**src/rtl/alu_pkg.sv**
```systemverilog
// Shared types for the multi-bank ALU responder: command/response encodings,
// request/response packets and the per-bank FSM state.
package alu_pkg;

  localparam int unsigned ALU_DATA_W = 32;

  typedef enum logic [1:0] {
    NOP = 2'd0,
    ADD = 2'd1,
    SUB = 2'd2,
    SHL = 2'd3
  } command_names_t;

  typedef enum logic [1:0] {
    NO_RESPONSE = 2'd0,
    SUCCESS     = 2'd1,
    OVERFLOW    = 2'd2,
    UNDERFLOW   = 2'd3
  } response_names_t;

  typedef struct packed {
    command_names_t        command;
    logic [ALU_DATA_W-1:0] data1;
    logic [ALU_DATA_W-1:0] data2;
  } input_packet_t;

  typedef struct packed {
    logic [ALU_DATA_W-1:0] data;
    response_names_t       response;
  } output_packet_t;

  typedef enum logic [1:0] {
    IDLE    = 2'd0,
    BUSY    = 2'd1,
    RESPOND = 2'd2
  } bank_state_t;

endpackage

```
**src/rtl/alu_bank_responder_if.sv**
```systemverilog
// Request/response packet bundle between the ALU initiator (master) and the
// bank responder (slave); one packet slot per bank.
interface alu_bank_responder_if
  import alu_pkg::*;
#(
  parameter int unsigned NUM_BANKS = 4
);

  input_packet_t  input_packet  [NUM_BANKS];
  output_packet_t output_packet [NUM_BANKS];

  modport master (output input_packet, input output_packet);
  modport slave  (input input_packet, output output_packet);

endinterface

```
**src/rtl/alu_bank.sv**
```systemverilog
// One ALU bank: IDLE/BUSY/RESPOND FSM, request latch, latency counter and datapath.
// With ALU_CMD_LATENCY_EN defined, SHL runs LATENCY+2 cycles; otherwise all commands use LATENCY.
module alu_bank
  import alu_pkg::*;
#(
  parameter int unsigned LATENCY = 4,
  parameter int unsigned DATA_W  = ALU_DATA_W
) (
  input  logic           clock,
  input  logic           reset,
  input  input_packet_t  req_i,
  output output_packet_t rsp_o
);

  // Wide enough for LATENCY+1 at the top of the legal LATENCY range.
  localparam int unsigned CNT_W = 9;
  localparam logic [CNT_W-1:0] LOAD_BASE = CNT_W'(LATENCY - 1);
`ifdef ALU_CMD_LATENCY_EN
  localparam logic [CNT_W-1:0] LOAD_SHL = CNT_W'(LATENCY + 1);
`endif

  bank_state_t     state_q;
  logic [CNT_W-1:0] cnt_q;
  logic [CNT_W-1:0] cnt_load_d;
  command_names_t  cmd_q;
  logic [DATA_W-1:0] op1_q;
  logic [DATA_W-1:0] op2_q;
  logic [DATA_W-1:0] data_q;
  response_names_t resp_q;

  logic [DATA_W-1:0]   res_data_d;
  response_names_t     res_resp_d;
  logic [DATA_W:0]     sum_w;
  logic [2*DATA_W-1:0] shl_w;

  always_comb begin
`ifdef ALU_CMD_LATENCY_EN
    cnt_load_d = (req_i.command == SHL) ? LOAD_SHL : LOAD_BASE;
`else
    cnt_load_d = LOAD_BASE;
`endif
  end

  always_comb begin
    sum_w      = {1'b0, op1_q} + {1'b0, op2_q};
    shl_w      = (2*DATA_W)'(op1_q) << op2_q[4:0];
    res_data_d = '0;
    res_resp_d = SUCCESS;
    case (cmd_q)
      ADD: begin
        res_data_d = sum_w[DATA_W-1:0];
        if (sum_w[DATA_W]) res_resp_d = OVERFLOW;
      end
      SUB: begin
        res_data_d = op1_q - op2_q;
        if (op2_q > op1_q) res_resp_d = UNDERFLOW;
      end
      SHL: begin
        res_data_d = shl_w[DATA_W-1:0];
        if (|shl_w[2*DATA_W-1:DATA_W]) res_resp_d = OVERFLOW;
      end
      default: begin
        res_data_d = '0;
        res_resp_d = SUCCESS;
      end
    endcase
  end

  always_ff @(posedge clock) begin
    if (reset) begin
      state_q <= IDLE;
      cnt_q   <= '0;
      cmd_q   <= NOP;
      op1_q   <= '0;
      op2_q   <= '0;
      data_q  <= '0;
      resp_q  <= NO_RESPONSE;
    end else begin
      case (state_q)
        IDLE: begin
          if (req_i.command != NOP) begin
            cmd_q   <= req_i.command;
            op1_q   <= req_i.data1;
            op2_q   <= req_i.data2;
            cnt_q   <= cnt_load_d;
            state_q <= BUSY;
          end
        end
        BUSY: begin
          if (cnt_q == '0) begin
            data_q  <= res_data_d;
            resp_q  <= res_resp_d;
            state_q <= RESPOND;
          end else begin
            cnt_q <= cnt_q - 1'b1;
          end
        end
        RESPOND: begin
          // Data is held; only the response pulse is retired here.
          resp_q  <= NO_RESPONSE;
          state_q <= IDLE;
        end
        default: state_q <= IDLE;
      endcase
    end
  end

  assign rsp_o.data     = data_q;
  assign rsp_o.response = resp_q;

endmodule

```
**src/rtl/alu_bank_responder.sv**
```systemverilog
// Multi-bank ALU responder: NUM_BANKS independent alu_bank instances behind one
// packet interface. Optional macro ALU_CMD_LATENCY_EN is resolved inside alu_bank.
module alu_bank_responder
  import alu_pkg::*;
#(
  parameter int unsigned NUM_BANKS = 4,
  parameter int unsigned LATENCY   = 4,
  parameter int unsigned DATA_W    = ALU_DATA_W
) (
  input logic                  clock,
  input logic                  reset,
  alu_bank_responder_if.slave  packets
);

  for (genvar b = 0; b < NUM_BANKS; b++) begin : g_bank
    alu_bank #(
      .LATENCY (LATENCY),
      .DATA_W  (DATA_W)
    ) u_bank (
      .clock (clock),
      .reset (reset),
      .req_i (packets.input_packet[b]),
      .rsp_o (packets.output_packet[b])
    );
  end

endmodule

```
**src/flat_wrapper.sv**
```systemverilog
// flat-port wrapper written by rule: the top's interface ports become plain ports
module alu_bank_responder_flat import alu_pkg::*;
#(
  parameter int unsigned NUM_BANKS = 4,
  parameter int unsigned LATENCY   = 4,
  parameter int unsigned DATA_W    = ALU_DATA_W
)
  (clock, reset, packets_input_packet, packets_output_packet);
  alu_bank_responder_if #(.NUM_BANKS(NUM_BANKS)) packets_i ();
  input logic clock;
  input logic reset;
  input wire logic [$bits(packets_i.input_packet)-1:0] packets_input_packet;
  output wire logic [$bits(packets_i.output_packet)-1:0] packets_output_packet;
  assign packets_i.input_packet = {>>{packets_input_packet}};
  assign packets_output_packet = {>>{packets_i.output_packet}};
  alu_bank_responder #(.NUM_BANKS(NUM_BANKS), .LATENCY(LATENCY), .DATA_W(DATA_W)) u_core (.clock(clock), .reset(reset), .packets(packets_i));
endmodule
```
**config.mk**
```make
export PLATFORM = sky130hd
export DESIGN_NAME = alu_bank_responder_flat
export DESIGN_NICKNAME = d
export VERILOG_FILES = /design/src/rtl/alu_pkg.sv /design/src/rtl/alu_bank_responder_if.sv /design/src/rtl/alu_bank.sv /design/src/rtl/alu_bank_responder.sv /design/src/flat_wrapper.sv
export SDC_FILE = /design/constraint.sdc
export NUM_CORES = 2
export LEC_CHECK = 0
export CAP_MARGIN = 5
export CORE_MARGIN = 10
export CORE_UTILIZATION = 30
export DETAILED_ROUTE_END_ITERATION = 12
export PLACE_DENSITY = 0.47
export SLEW_MARGIN = 25
export SYNTH_ARGS = -nofsm -noshare
export SYNTH_HDL_FRONTEND = slang
export SYNTH_HIERARCHICAL = 1
export SYNTH_SLANG_ARGS = --single-unit
```
**constraint.sdc**
```tcl
create_clock -name clock -period 8.7 [get_ports clock]
set_input_delay 1.74 -clock clock [delete_from_list [all_inputs] [get_ports clock]]
set_output_delay 1.74 -clock clock [all_outputs]
set_load 0.05 [all_outputs]
```
==> results_tabular.tex <==
\begin{tabular}{lr}
\hline
Metric & Value \\
\hline
\multicolumn{2}{l}{\textbf{Finish}} \\
Ratio of cells with drive above 1 in the final layout & 8.14\% \\
Share of the core filled with cells & 35.9\% \\
Cell Count, Final, Fillers Out & 7,232 \\
Nets & 5,979 \\
Layout area overhead & 19.1\% \\
Post-route cell area & 46,500 µm² \\
\multicolumn{2}{l}{\textbf{Critical path}} \\
Critical setup path kind & reg -> reg \\
Register-to-register setup slack & 4330 ps \\
Critical-path maximum fanout & 49 \\
R2R Path Start & u\_core/g\_bank[3].u\_bank/op2\_q[1] \\
Critical path launch point type & register \\
Crit path DAT & 4970 ps \\
Launching element of the worst setup path & u\_core/g\_bank[3].u\_bank/op2\_q[1] \\
Required time at the worst-slack endpoint & 9300 ps \\
Nature of the critical path endpoint & register \\
\multicolumn{2}{l}{\textbf{Clock network}} \\
\# clock sinks & 444 \\
Number of buffers inserted by hold repair at cts & 0 \\
H-tree lvl count & 2 \\
Clk Tree Root Cell & sky130\_fd\_sc\_hd\_\_clkbuf\_16 \\
Post-cts repair resize count & 0 \\
Clock tree from TritonCTS & built \\
Reg clk slew, reported paths & 70 ps \\
Count of buffers added by post-CTS timing repair for setup & 0 \\
CTS buffer count & 60 \\
Clock Latency Late Sink & 670 ps \\
Number of buffers between clock root and the deepest sink & 3 \\
\multicolumn{2}{l}{\textbf{Drt}} \\
Average wire per standard cell & 23.7 µm \\
Initial DRT Pass Iterations & 7 \\
Aggregate routed wire length & 171,000 µm \\
Number of vias after detailed routing & 40,500 \\
Remaining antenna violation count after routing & 0 \\
Ratio of routed vias to standard cells & 5.60 \\
Remaining routing DRC violations & 0 \\
DRT iter0 DRCs & 3,860 \\
\multicolumn{2}{l}{\textbf{Placed design}} \\
Detailed placer's ending HPWL & 131,000 µm \\
Post-placement setup slack & 4370 ps \\
Count of input and output buffers & 401 \\
Count of placed standard cells including taps & 7,121 \\
Placed Instance Area & 44,500 µm² \\
Routability-driven placement congestion ratio & 0.959 \\
\multicolumn{2}{l}{\textbf{Synth}} \\
Synth top area share & 22.8\% \\
Asr flop ratio synth & 0\% \\
Post-synthesis cell area & 39,000 µm² \\
Leading post-synthesis cells by instance count & sky130\_fd\_sc\_hd\_\_nand2\_1 (884), sky130\_fd\_sc\_hd\_\_a21oi\_1 (695), sky130\_fd\_sc\_hd\_\_dfxtp\_1 (444) \\
EDFF count, synth & 0 \\
Post-synthesis cell type with the largest combined area & sky130\_fd\_sc\_hd\_\_dfxtp\_1 \\
Count leader, synth & sky130\_fd\_sc\_hd\_\_nand2\_1 \\
Number of warnings reported in the yosys synthesis log & 6 \\
Unique cell type count in the Yosys netlist & 93 \\
Count of state elements after synthesis & 444 \\
Part of the Yosys area used for sequential elements & 22.8\% \\
Average cell area after synthesis & 7.43 µm² \\
Dominant register cell in the synthesized netlist & sky130\_fd\_sc\_hd\_\_dfxtp\_1 \\
Nets in the synthesized netlist & 5,794 \\
Number of cells produced by synthesis & 5,256 \\
Largest cells by area after synthesis & sky130\_fd\_sc\_hd\_\_dfxtp\_1 (23\%), sky130\_fd\_sc\_hd\_\_a21oi\_1 (8.9\%), sky130\_fd\_sc\_hd\_\_nand2\_1 (8.5\%), sky130\_fd\_sc\_hd\_\_ha\_1 (8.5\%), sky130\_fd\_sc\_hd\_\_mux4\_2 (6.5\%) \\
\multicolumn{2}{l}{\textbf{Pwr}} \\
Leak Pwr & 17.5 nW \\
Total Power Consumption & 10.5 mW \\
Cell area power density & 225 nW/µm² \\
Maximum ir drop on the vdd rail & 0.154 mV \\
\multicolumn{2}{l}{\textbf{Timing}} \\
Headroom to the max-slew limit & 29.6\% \\
Final count of hold timing violations & 0 \\
Unrepaired setup endpoints after global routing & no \\
Highest clock rate & 229 MHz \\
Number of pins exceeding their max-slew limit in the final report & 0 \\
Worst-case hold slack & 445 ps \\
Post-Route Setup TNS & 0 ps \\
Final WS setup & 4330 ps \\
Final critical-path required period & 4370 ps \\
Post-route clock period utilization & 50.3\% \\
Largest clock skew in the final design & 26.9 ps \\
Setup Viol. Count Final & 0 \\
Slew at the pin with the worst max-slew slack & 1060 ps \\
\multicolumn{2}{l}{\textbf{Floorplanning}} \\
Die Y-Extent & 381 µm \\
Number of I/O pins & 402 \\
Core outline area & 129,000 µm² \\
Die area & 145,000 µm² \\
Count of standard-cell rows & 132 \\
Initial core utilization & 30.2\% \\
Die X-Extent & 381 µm \\
\multicolumn{2}{l}{\textbf{Min path}} \\
Worst hold path type & reg -> reg \\
Startpoint of the worst hold path & u\_core/g\_bank[2].u\_bank/data\_q[17] \\
\multicolumn{2}{l}{\textbf{GRT}} \\
Vias in the first global route & 38,700 \\
GRT Total Usage & 22.3\% \\
Initial antenna violation count & 17 \\
Global route total overflow & 0 \\
Maximum number of pins on one net before global-route repair & 105 \\
First-pass GRT wire length & 255,000 µm \\
\multicolumn{2}{l}{\textbf{Outcome}} \\
Outcome & complete, no violations \\
\multicolumn{2}{l}{\textbf{Run}} \\
Max-capacitance violation count & 0 \\
\hline
\end{tabular}
[power by group]
part / switching [mW] / total, mW / internal [mW]
clock network: 1.08 / 2.58 / 1.50
registers: 0.410 / 2.69 / 2.28
logic: 3.29 / 5.22 / 1.93
total: 4.78 / 10.5 / 5.70
[cells by family after synthesis]
kind of cell	count (synthesis)	share of synthesized area, %
compound gates	1594	25.8
xor+xnor	179	4.02
fa+ha+maj	272	8.87
buf+inv	634	6.39
flops	444	22.8
mux	295	11.4
simple gates	1838	20.7
[critical path, cell delays in order (launching register included)]
cell,delay [ps]
sky130_fd_sc_hd__dfxtp_2,310
sky130_fd_sc_hd__buf_4,510
sky130_fd_sc_hd__inv_1,320
sky130_fd_sc_hd__ha_1,360
sky130_fd_sc_hd__nor3b_1,200
sky130_fd_sc_hd__nor3_1,100
sky130_fd_sc_hd__o31ai_1,540
sky130_fd_sc_hd__a32oi_1,340
sky130_fd_sc_hd__a21oi_1,530
sky130_fd_sc_hd__a211oi_1,180
sky130_fd_sc_hd__o41ai_1,350
sky130_fd_sc_hd__mux2_2,380
sky130_fd_sc_hd__nor3_1,160
[layout by cell type (no fill, tap or decap), drive strengths merged, types with 30 or more instances in the layout]
| cell type | n |
|---|---|
| nand2 | 884 |
| o21ai | 237 |
| mux2 | 83 |
| mux2i | 99 |
| a21o | 48 |
| o21bai | 31 |
| a211oi | 43 |
| o211ai | 59 |
| o22ai | 57 |
| xor2 | 30 |
| mux4 | 113 |
| nor3 | 153 |
| inv | 272 |
| ha | 264 |
| o21a | 33 |
| clkdlybuf4s50 | 400 |
| a31oi | 40 |
| nor2 | 423 |
| clkbuf | 79 |
| a221oi | 59 |
| a21oi | 697 |
| nor4 | 44 |
| nor2b | 56 |
| o31ai | 41 |
| nand3 | 77 |
| nand2b | 67 |
| dfxtp | 444 |
| xnor2 | 149 |
| buf | 86 |
[path summary, 6_finish.rpt]
path | depth (start not counted) | to
worst min-delay path | 2 | u_core/g_bank[2].u_bank/data_q[17]
worst max-delay path | 12 | u_core/g_bank[3].u_bank/data_q[31]
worst min register to register | 2 | u_core/g_bank[2].u_bank/data_q[17]
worst max register to register | 12 | u_core/g_bank[3].u_bank/data_q[31]
[area by class of cell]
class	count	area [µm²]
clock buffer	79	1710
sequential	444	8900
clock inverter	31	295
antenna	1	2.50
tap	1742	2180
inverter	271	1020
multi-input combinational	4178	27700
fill	13900	83000
timing repair buffer	486	4670
[flip-flops by register name (all words and copies together), names as in the netlist]
| register | count |
|---|---|
| u_core/g_bank.u_bank/state_q | 8 |
| u_core/g_bank.u_bank/op2_q | 128 |
| u_core/g_bank.u_bank/resp_q | 8 |
| u_core/g_bank.u_bank/cnt_q | 36 |
| u_core/g_bank.u_bank/data_q | 128 |
| u_core/g_bank.u_bank/cmd_q | 8 |
| u_core/g_bank.u_bank/op1_q | 128 |
[per-layer routing]
layer / routed length, µm / global-route usage [%]
met5: 145 / 0
met4: 5520 / 6.98
met1: 79900 / 31.6
met2: 73100 / 33.9
met3: 12500 / 4.26
Power figures use the tool's default switching activity.
